==> src/rtl/board_pixel_pipeline.sv <==
// Tile-board pixel pipeline: maps a screen pixel to a board cell, fetches the
// cell code and its sprite texel, and applies highlight/blink/background rules.
module board_pixel_pipeline #(
  parameter int unsigned COLS       = 10,
  parameter int unsigned ROWS       = 10,
  parameter int unsigned TILE_LOG2  = 5,
  parameter int unsigned ORG_X      = 176,
  parameter int unsigned ORG_Y      = 32,
  parameter int unsigned CW         = 2,
  parameter int unsigned RGB_W      = 3,
  parameter logic [RGB_W-1:0] BG_COLOR = 3'b111,
  parameter logic [RGB_W-1:0] HL_COLOR = 3'b100,
  parameter int unsigned BLINK_LOG2 = 4,
  localparam int unsigned AW = $clog2(COLS*ROWS),
  localparam int unsigned SW = CW + 2*TILE_LOG2
) (
  input  logic             clk,
  input  logic             rst,
  input  logic             pix_valid,
  input  logic [15:0]      x,
  input  logic [15:0]      y,
  input  logic             frame_start,
  output logic [AW-1:0]    board_addr,
  input  logic [CW-1:0]    board_data,
  output logic [SW-1:0]    sprite_addr,
  input  logic [RGB_W-1:0] sprite_data,
  input  logic             hl_en,
  input  logic [7:0]       hl_col,
  input  logic [7:0]       hl_row,
  input  logic             blink_en,
  input  logic [CW-1:0]    blink_code,
  output logic [RGB_W-1:0] rgb,
  output logic             rgb_valid
);

  localparam int unsigned TILE = 1 << TILE_LOG2;
  localparam int unsigned X_HI = ORG_X + COLS*TILE;
  localparam int unsigned Y_HI = ORG_Y + ROWS*TILE;
  localparam logic [TILE_LOG2-1:0] OFF_MAX = '1;

  // blink timebase
  logic [BLINK_LOG2-1:0] frame_cnt;
  logic                  phase;

  // E0: sampled request and side-band controls
  logic                  v0, hl_en0, ble0, ph0;
  logic [15:0]           x0, y0;
  logic [7:0]            hl_col0, hl_row0;
  logic [CW-1:0]         blc0;

  // E1/E2: tile-decoded pixel waiting on board RAM
  logic                  v1, in1, hl1, ble1, ph1;
  logic                  v2, in2, hl2, ble2, ph2;
  logic [TILE_LOG2-1:0]  ox1, oy1, ox2, oy2;
  logic [CW-1:0]         blc1, blc2;

  // E3/E4: waiting on sprite ROM
  logic                  v3, in3, hl3;
  logic                  v4, in4, hl4;

  logic [15:0]           dx, dy, col, row;
  logic [TILE_LOG2-1:0]  ox_c, oy_c;
  logic                  in_c, hl_c;
  logic [AW-1:0]         addr_c;
  logic [CW-1:0]         code_c;

  // cell decode of the sampled pixel
  always_comb begin
    dx     = x0 - 16'(ORG_X);
    dy     = y0 - 16'(ORG_Y);
    col    = dx >> TILE_LOG2;
    row    = dy >> TILE_LOG2;
    ox_c   = dx[TILE_LOG2-1:0];
    oy_c   = dy[TILE_LOG2-1:0];
    in_c   = (32'(x0) >= ORG_X) && (32'(x0) < X_HI) &&
             (32'(y0) >= ORG_Y) && (32'(y0) < Y_HI);
    addr_c = AW'(32'(row) * COLS + 32'(col));
    hl_c   = hl_en0 && (col == 16'(hl_col0)) && (row == 16'(hl_row0)) &&
             (ox_c == '0 || ox_c == OFF_MAX || oy_c == '0 || oy_c == OFF_MAX);
    code_c = (ble2 && !ph2 && board_data == blc2) ? '0 : board_data;
  end

  // frame counter; phase flips on the wrap of the counter
  always_ff @(posedge clk) begin
    if (rst || !blink_en) begin
      frame_cnt <= '0;
      phase     <= 1'b1;
    end else if (frame_start) begin
      if (frame_cnt == '1) phase <= ~phase;
      frame_cnt <= frame_cnt + BLINK_LOG2'(1);
    end
  end

  always_ff @(posedge clk) begin
    if (rst) begin
      v0          <= 1'b0;
      v1          <= 1'b0;
      v2          <= 1'b0;
      v3          <= 1'b0;
      v4          <= 1'b0;
      board_addr  <= '0;
      sprite_addr <= '0;
      rgb         <= BG_COLOR;
      rgb_valid   <= 1'b0;
    end else begin
      v0      <= pix_valid;
      x0      <= x;
      y0      <= y;
      hl_en0  <= hl_en;
      hl_col0 <= hl_col;
      hl_row0 <= hl_row;
      ble0    <= blink_en;
      blc0    <= blink_code;
      ph0     <= phase;

      v1   <= v0;
      in1  <= in_c;
      hl1  <= hl_c;
      ox1  <= ox_c;
      oy1  <= oy_c;
      ble1 <= ble0;
      blc1 <= blc0;
      ph1  <= ph0;
      if (v0 && in_c) board_addr <= addr_c;

      v2   <= v1;
      in2  <= in1;
      hl2  <= hl1;
      ox2  <= ox1;
      oy2  <= oy1;
      ble2 <= ble1;
      blc2 <= blc1;
      ph2  <= ph1;

      v3  <= v2;
      in3 <= in2;
      hl3 <= hl2;
      if (v2 && in2) sprite_addr <= {code_c, oy2, ox2};

      v4  <= v3;
      in4 <= in3;
      hl4 <= hl3;

      // bubbles leave rgb untouched
      rgb_valid <= v4;
      if (v4) rgb <= !in4 ? BG_COLOR : (hl4 ? HL_COLOR : sprite_data);
    end
  end

endmodule

==> config.mk <==
export PLATFORM = sky130hd
export DESIGN_NAME = board_pixel_pipeline
export DESIGN_NICKNAME = d
export VERILOG_FILES = /design/src/rtl/board_pixel_pipeline.sv
export SDC_FILE = /design/constraint.sdc
export NUM_CORES = 1
export LEC_CHECK = 0
export CORE_MARGIN = 2
export CORE_UTILIZATION = 30
export CTS_CLUSTER_DIAMETER = 120
export DETAILED_ROUTE_END_ITERATION = 8
export PLACE_DENSITY_LB_ADDON = 0.15
export SLEW_MARGIN = 10
export SYNTH_ARGS = -nofsm -noshare
export SYNTH_HDL_FRONTEND = slang
export SYNTH_SLANG_ARGS = --single-unit
==> constraint.sdc <==
create_clock -name clk -period 4.4 [get_ports clk]
set_input_delay 0.44 -clock clk [delete_from_list [all_inputs] [get_ports clk]]
set_output_delay 0.44 -clock clk [all_outputs]
set_load 0.02 [all_outputs]
Word level (Yosys, flattened, before mapping)
Index checks and enable logic that the tools add are counted.

storage, ports and cells
  flip-flop bits (word level) = 122
  input port bits = 61
  output and inout port bits = 23
  logic and storage cells = 75

cells by class
  add/subtract/negate cells = 4
  $mul = 1
  order comparisons = 4
  equal/unequal tests = 6
  muxes and demuxes = 3
  bitwise gates (word level) = 1
  reductions and logical operators = 19

operators by type and width
  kind                   number
  $lt 16x9->1 const B    2
  $eq 11x8->1            2
  $ge 16x6->1 const B    1
  $ge 16x8->1 const B    1
  $sub 16x6->16 const B  1
  $sub 16x8->16 const B  1
  $mul 11x3->6 const B   1
  $eq 5x5->1 const B     2
  $logic_and 1x1->1      10
  $logic_not 5->1        2
  $add 7x7->7            1
  $mux 3                 2
  $add 4x1->4 const B    1
  $eq 4x4->1 const B     1
  $logic_or 1x1->1       4
  $eq 2x2->1             1
  $logic_not 1->1        2
  $mux 2                 1
  $reduce_and 2->1       1
  $not 1->1              1

Logic depth before layout (Yosys ltp)
Gate-level depths: netlist of run 1.

  depth after elaboration = 6
  depth in mapped cells = 12

Worst setup path after synthesis of run 1
Ideal clock, no wire load.

  kind = input -> register
  start = in rst
  end = reg frame_cnt[0]
  library setup time = 0.074 ns
  arrival = 3.286 ns
  required time = 4.326 ns
  setup slack = 1.040 ns
  stages = 4
  path buffers = 1
  cells stage by stage = clkdlybuf4s50_2 > inv_1 > nand2_1 > nor2_1

between the ends
  longest elaborated chain between the ends = 1

ends and longest elaborated chain
  what                  line  text
  from (decl)           18    input logic rst,
  $logic_or 1x1->1      85    if (rst || !blink_en) begin
  to (signal assigned)  90    frame_cnt <= frame_cnt + BLINK_LOG2'(1);
  to (decl)             42    logic [BLINK_LOG2-1:0] frame_cnt;

No other way between the ends.
A chain may end at the register's enable or synchronous reset.

Worst setup path in the final report of run 1
  start = reg y0[5]
  end = reg board_addr[6]

between the ends
  longest elaborated chain between the ends = 4
  elaborated cells on any way between the ends = 8
  those cells by class = add/sub (2); mul (1); order compare (2); reduce/logical (3)

ends and longest elaborated chain
  what                                                   line  text
  from (decl)                                            47    logic [15:0] x0, y0;
  from (signal assigned)                                 108   y0 <= y;
  branches (longest 4 deep; another with $sub 16x6->16)  -
  to (signal assigned)                                   124   if (v0 && in_c) board_addr <= addr_c;
  to (decl)                                              23    output logic [AW-1:0] board_addr,

Several ways; the timed one is not identified.

==> reports/results.tsv, run 1 <==
metric	value	unit
DR pass1 iterations	4	
total global-route track usage	11.6	%
synthesized area	4940	um2
vias in the first global route	3041	
Peak supply drop	0.284	mV
R2R Setup Slk	680	ps
Place WS	708	ps
final worst slack	677	ps
most frequent cell after synthesis	edfxtp_1	
Layout area overhead	32.5	%
grt ovf	0	
CTS resizes	0	
Metal-1 WL	4080	um
CTS root buf	clkbuf_16	
Hold Crit Class	flop to flop	
DR WL/cell	13.5	um
CTS clk-pin slew, worst paths	60	ps
Post-CTS Setup Bufs	0	
Max Root-Sink Buffers	2	
Met3 Wirelength	416	um
GP Congestion	0.810	
IO buf count	83	
Die Ht	132	um
routed vias/inst	4.38	
TritonCTS buffer count	17	
first-pass GRT wire length	15400	um
Row Count	46	
register area	3330	um2
core region area	16000	um2
reg2reg end	board_addr[6]	
WL final	9300	um
Syn Area/Cell	13.6	um2
worst r2r path cells	12	
routed vias	3011	
Die X	132	um
CP startpoint	y0[5]	
worst relative slew slack	54.7	%
final setup TNS	0	ps
hold slack final	414	ps
worst-margin pin slew	678	ps
critical path arrival	4050	ps
initial DRC count	148	
Async SR Flop Fraction	0	%
final setup violation count	0	
RSZ-0062 raised after global routing	false	
Synth top area share	54.1	%
largest net degree at the start of global routing	95	
nets	535	
met2 WL	4490	um
crit path max fanout	6	
Max Transition Viols Final	0	
Layout Skew	11.0	ps
Post-synth EDFFs	89	
initial antenna violation count	0	
yosys warns	0	
Highest Signal Layer	met4	
synth unique cells	50	
area of the multi-input gates	1490	um2
detailed placement HPWL	6730	um
# DRC	0	
CTS tree	built	
Critical R2R Launch	y0[5]	
Power, Total	2890	uW
Layout fillers	1529	
Syn Inst Count	362	
diode count	0	
Ports	84	
Worst Hold Launch	ox1[1]	
DRT antenna net count	0	
status	completed	
Total Die Area	17500	um2
Tmin final	3720	ps
WS Path Type	flop to flop	
Startpoint Class	flop	
Mapped Nets	438	
Main synth FF type	edfxtp_1	
H-tree levels	4	
Max Cap Viol	0	
hold path depth	0	
CTS Hold Bufs	0	
leakage dissipation	0.00227	uW
share of layout cells above drive strength 1	8.05	%
Critical Path Sink Type	flop	
leading area contributor after synthesis	edfxtp_1	
Starting Density	30.9	%
Hold Path End	ox2[1]	
#FFs+latches synth	122	
Final period util	84.6	%
Max Clk Rate	0.269	GHz
Power Dens Cells	441	nW/um2
clk sink count	122	
Seq/Total Area, Yosys	67.5	%
Synth area leaders	edfxtp_1 (54%), dfxtp_1 (13%), xnor2_1 (4.1%)	
required time worst endpoint	4720	ps
Clock Latency Late Sink	410	ps
Final Hold Viols	0	
Post-synth top cells	edfxtp_1 (89), nand2_1 (38), dfxtp_1 (33)	
## placed cells by master (no fill, tap or decap), drive strengths merged, types with 2 or more instances in the layout
cell type / n
xnor3: 2
dfxtp: 33
buf: 2
clkdlybuf4s50: 83
o211ai: 2
o31ai: 2
nand2: 38
a311oi: 2
nor2b: 10
nand3: 13
a21o: 5
nand4b: 2
clkinv: 9
ha: 13
xnor2: 23
nor3: 8
o21ai: 9
clkinvlp: 4
xor2: 14
clkbuf: 18
a2111oi: 2
fa: 2
edfxtp: 89
nor4b: 2
a31oi: 3
nor4bb: 2
nand4: 6
a21oi: 27
or4: 3
a21boi: 2
nor4: 3
inv: 16
nor2: 13
## metrics by stage
step / util, % / instance area [um2] / std cells
after floorplan: - / 4940 / 362
after global placement: 37.6 / 6010 / 656
after detailed placement: 37.6 / 6010 / 656
after CTS: 40.9 / 6540 / 688
after global routing: 40.9 / 6540 / 688
final: 40.9 / 6540 / 688
## critical path: stages, from the launching register on
cell	delay, ps
edfxtp_1	480
inv_1	150
ha_1	200
nor3b_1	580
xor2_1	300
ha_1	300
fa_1	440
xor2_1	160
xnor2_1	180
xnor2_1	150
xnor3_1	270
xor2_1	170
a311oi_1	240
## worst max-delay path by stage
| stage | to | slack [ps] | depth (start not counted) |
|---|---|---|---|
| 2_1_floorplan | frame_cnt[0] | 1040 | 4 |
| 3_3_place_gp | board_addr[6] | 790 | 12 |
| 3_5_place_dp | board_addr[6] | 710 | 12 |
| 4_1_cts | board_addr[6] | 650 | 12 |
| 5_1_grt | board_addr[6] | 420 | 12 |
| 6_report | board_addr[6] | 680 | 12 |
## power by group
part	switching, uW	internal (uW)	total [uW]
clock network	504	718	1220
logic	149	169	318
registers	42.1	1300	1350
total	695	2190	2890
## sequential cells by signal, summed over array words and instances, names as in the netlist, 2 cells and up
name,count
hl_col0,8
x0,16
blc1,2
y0,16
rgb,3
hl_row0,8
blc2,2
board_addr,7
frame_cnt,4
ox2,5
blc0,2
ox1,5
oy2,5
sprite_addr,12
oy1,5
## routing by layer
metal | vias up | global-route usage (%)
met5 | - | 0
met2 | 78 | 19.0
met3 | 22 | 4.19
met4 | 0 | 5.97
li1 | 1525 | -
met1 | 1386 | 13.3
## final cells by class
| cell class | instances | share of cell area (%) |
|---|---|---|
| sequential | 122 | 50.9 |
| multi-input combinational | 218 | 22.8 |
| tap | 216 | 4.13 |
| clock inverter | 14 | 1.55 |
| clock buffer | 18 | 6.56 |
| inverter | 15 | 0.880 |
| timing repair buffer | 85 | 13.1 |
## cells by family (layout without fill, tap and decap cells)
logic type / after synthesis / count (layout) / synth area share [%]
mux: 1 / 1 / 0.203
xor+xnor: 39 / 39 / 7.48
flops: 122 / 122 / 67.5
simple gates: 104 / 104 / 11.0
buf+inv: 22 / 132 / 2.26
compound gates: 59 / 59 / 7.40
fa+ha+maj: 15 / 15 / 4.11
(Power assumes the default switching activity.)
==> run 2, diff against run 1 <==
Clock period 4.4 ns to 3.35 ns, I/O delays scaled along.
==> reports/results.tsv, run 2 (synthesis results as in run 1) <==
metric	value	unit	change
status	completed		unchanged
vias in the first global route	3159		was 3041
Power Dens Cells	630	nW/um2	was 441 nW/um2
worst relative slew slack	58.6	%	was 54.7%
Row Count	46		unchanged
required time worst endpoint	3670	ps	was 4720 ps
first-pass GRT wire length	15900	um	was 15400 um
worst-margin pin slew	620	ps	was 678 ps
CTS clk-pin slew, worst paths	60	ps	about the same
Max Cap Viol	0		unchanged
IO buf count	83		unchanged
detailed placement HPWL	7020	um	was 6730 um
DR pass1 iterations	4		unchanged
Max Clk Rate	0.316	GHz	was 0.269 GHz
critical path arrival	3480	ps	was 4050 ps
Hold Crit Class	flop to flop		unchanged
Max Transition Viols Final	0		unchanged
Critical R2R Launch	y0[5]		unchanged
Max Root-Sink Buffers	2		unchanged
leakage dissipation	0.00239	uW	was 0.00227 uW
TritonCTS buffer count	17		unchanged
routed vias/inst	4.38		about the same
largest net degree at the start of global routing	36		was 95
CP startpoint	y0[5]		unchanged
largest registers	x0 x16, y0 x16, sprite_addr x12		unchanged
WL final	9820	um	was 9300 um
Ports	84		unchanged
final setup TNS	0	ps	unchanged
Final period util	94.4	%	was 84.6%
Worst Hold Launch	ox1[4]		was ox1[1]
most common cell after layout, fill and taps aside	edfxtp_1		unchanged
Peak supply drop	0.374	mV	was 0.284 mV
Critical Path Sink Type	flop		unchanged
diode count	0		unchanged
share of layout cells above drive strength 1	10.4	%	was 8.05%
DR WL/cell	14.1	um	was 13.5 um
Die X	132	um	unchanged
Die Ht	132	um	unchanged
Starting Density	30.9	%	unchanged
initial antenna violation count	0		unchanged
CTS root buf	clkbuf_16		unchanged
GP Congestion	0.817		was 0.810
Final Hold Viols	0		unchanged
Clock Latency Late Sink	410	ps	about the same
CTS tree	built		unchanged
Total Die Area	17500	um2	unchanged
most frequent cells in the layout	edfxtp_1 (89), clkdlybuf4s50_1 (83), nand2_1 (38)		unchanged
hold slack final	414	ps	about the same
WS Path Type	flop to flop		unchanged
Layout area overhead	37.1	%	was 32.5%
Layout Skew	8.80	ps	was 11.0 ps
DP Area	6040	um2	was 6010 um2
total global-route track usage	11.9	%	was 11.6%
# DRC	0		unchanged
routed vias	3056		was 3011
hold path depth	0		unchanged
final setup violation count	0		unchanged
post-route cell area	6770	um2	was 6540 um2
initial DRC count	156		was 148
Tmin final	3160	ps	was 3720 ps
grt ovf	0		unchanged
H-tree levels	4		unchanged
DRT antenna net count	0		unchanged
clk sink count	122		unchanged
worst r2r path cells	12		unchanged
Startpoint Class	flop		unchanged
crit path max fanout	3		was 6
core region area	16000	um2	unchanged
nets	544		was 535
## run 2: per-stage QoR
step	worst slack (ps)	util, %	std cells	total power, uW
floorplan	15.6	-	362	2070
global placement	186	37.8	660	2230
detailed placement	69.5	37.8	660	2230
CTS	98.3	42.0	692	4320
global route	-8.56	42.3	697	4450
finish	189	42.3	697	4270
## run 2: final cells by class
type	instances	area [um2]
clock buffers	21	450
clock inverters	11	218
fillers	1504	9230
inverters	15	57.6
multi-input cells	218	1510
flip-flops and latches	122	3330
well taps	216	270
repair buffers	94	926
## run 2: worst max-delay path, stage by stage (launching register included)
cell and delay, ps:
edfxtp_1 390, inv_1 130, ha_2 220, nor3b_4 270, xor2_2 190, ha_1 280, fa_1 430, xor2_1 160
xnor2_1 200, xnor2_1 150, xnor3_1 250, xor2_1 170, a311oi_1 240
## run 2: path summary, 6_finish.rpt
check                        to  slack (ps)
setup / recovery  board_addr[6]         190
hold / removal           ox2[4]         410
setup reg to reg  board_addr[6]         190
hold reg to reg          ox2[4]         410
## run 2: what timing repair did
action,4_1_cts,5_1_grt
endpoints found under the setup margin,1,1
pin swaps,0,2
buffers inserted,0,5
gates resized for setup,1,4
hold buffers,0,0
## run 2: per-layer routing
metal  up-vias  global-route usage [%]  wire length [um]
met3        19                    3.65               434
met1      1415                    13.6              4260
met2        78                    20.1              4860
met5         -                       0                 0
li1       1544                       -                 -
met4         0                    5.79               270
## run 2: power by group
part / total [uW] / internal, uW / switching (uW)
clock: 2060 / 1420 / 643
combinational: 435 / 234 / 201
sequential: 1770 / 1710 / 57.6
total: 4270 / 3360 / 902
==> run 3, diff against run 2 <==
--- a/config.mk
+++ b/config.mk
@@ -7,2 +7,3 @@
 export LEC_CHECK = 0
+export CAP_MARGIN = 30
 export CORE_MARGIN = 2
--- a/constraint.sdc
+++ b/constraint.sdc
@@ -3,2 +3,2 @@
 set_output_delay 0.335 -clock clk [all_outputs]
-set_load 0.02 [all_outputs]
+set_load 0.01 [all_outputs]
==> results of run 3 <==
Same layout as run 2 (identical final DEF). Status: completed.
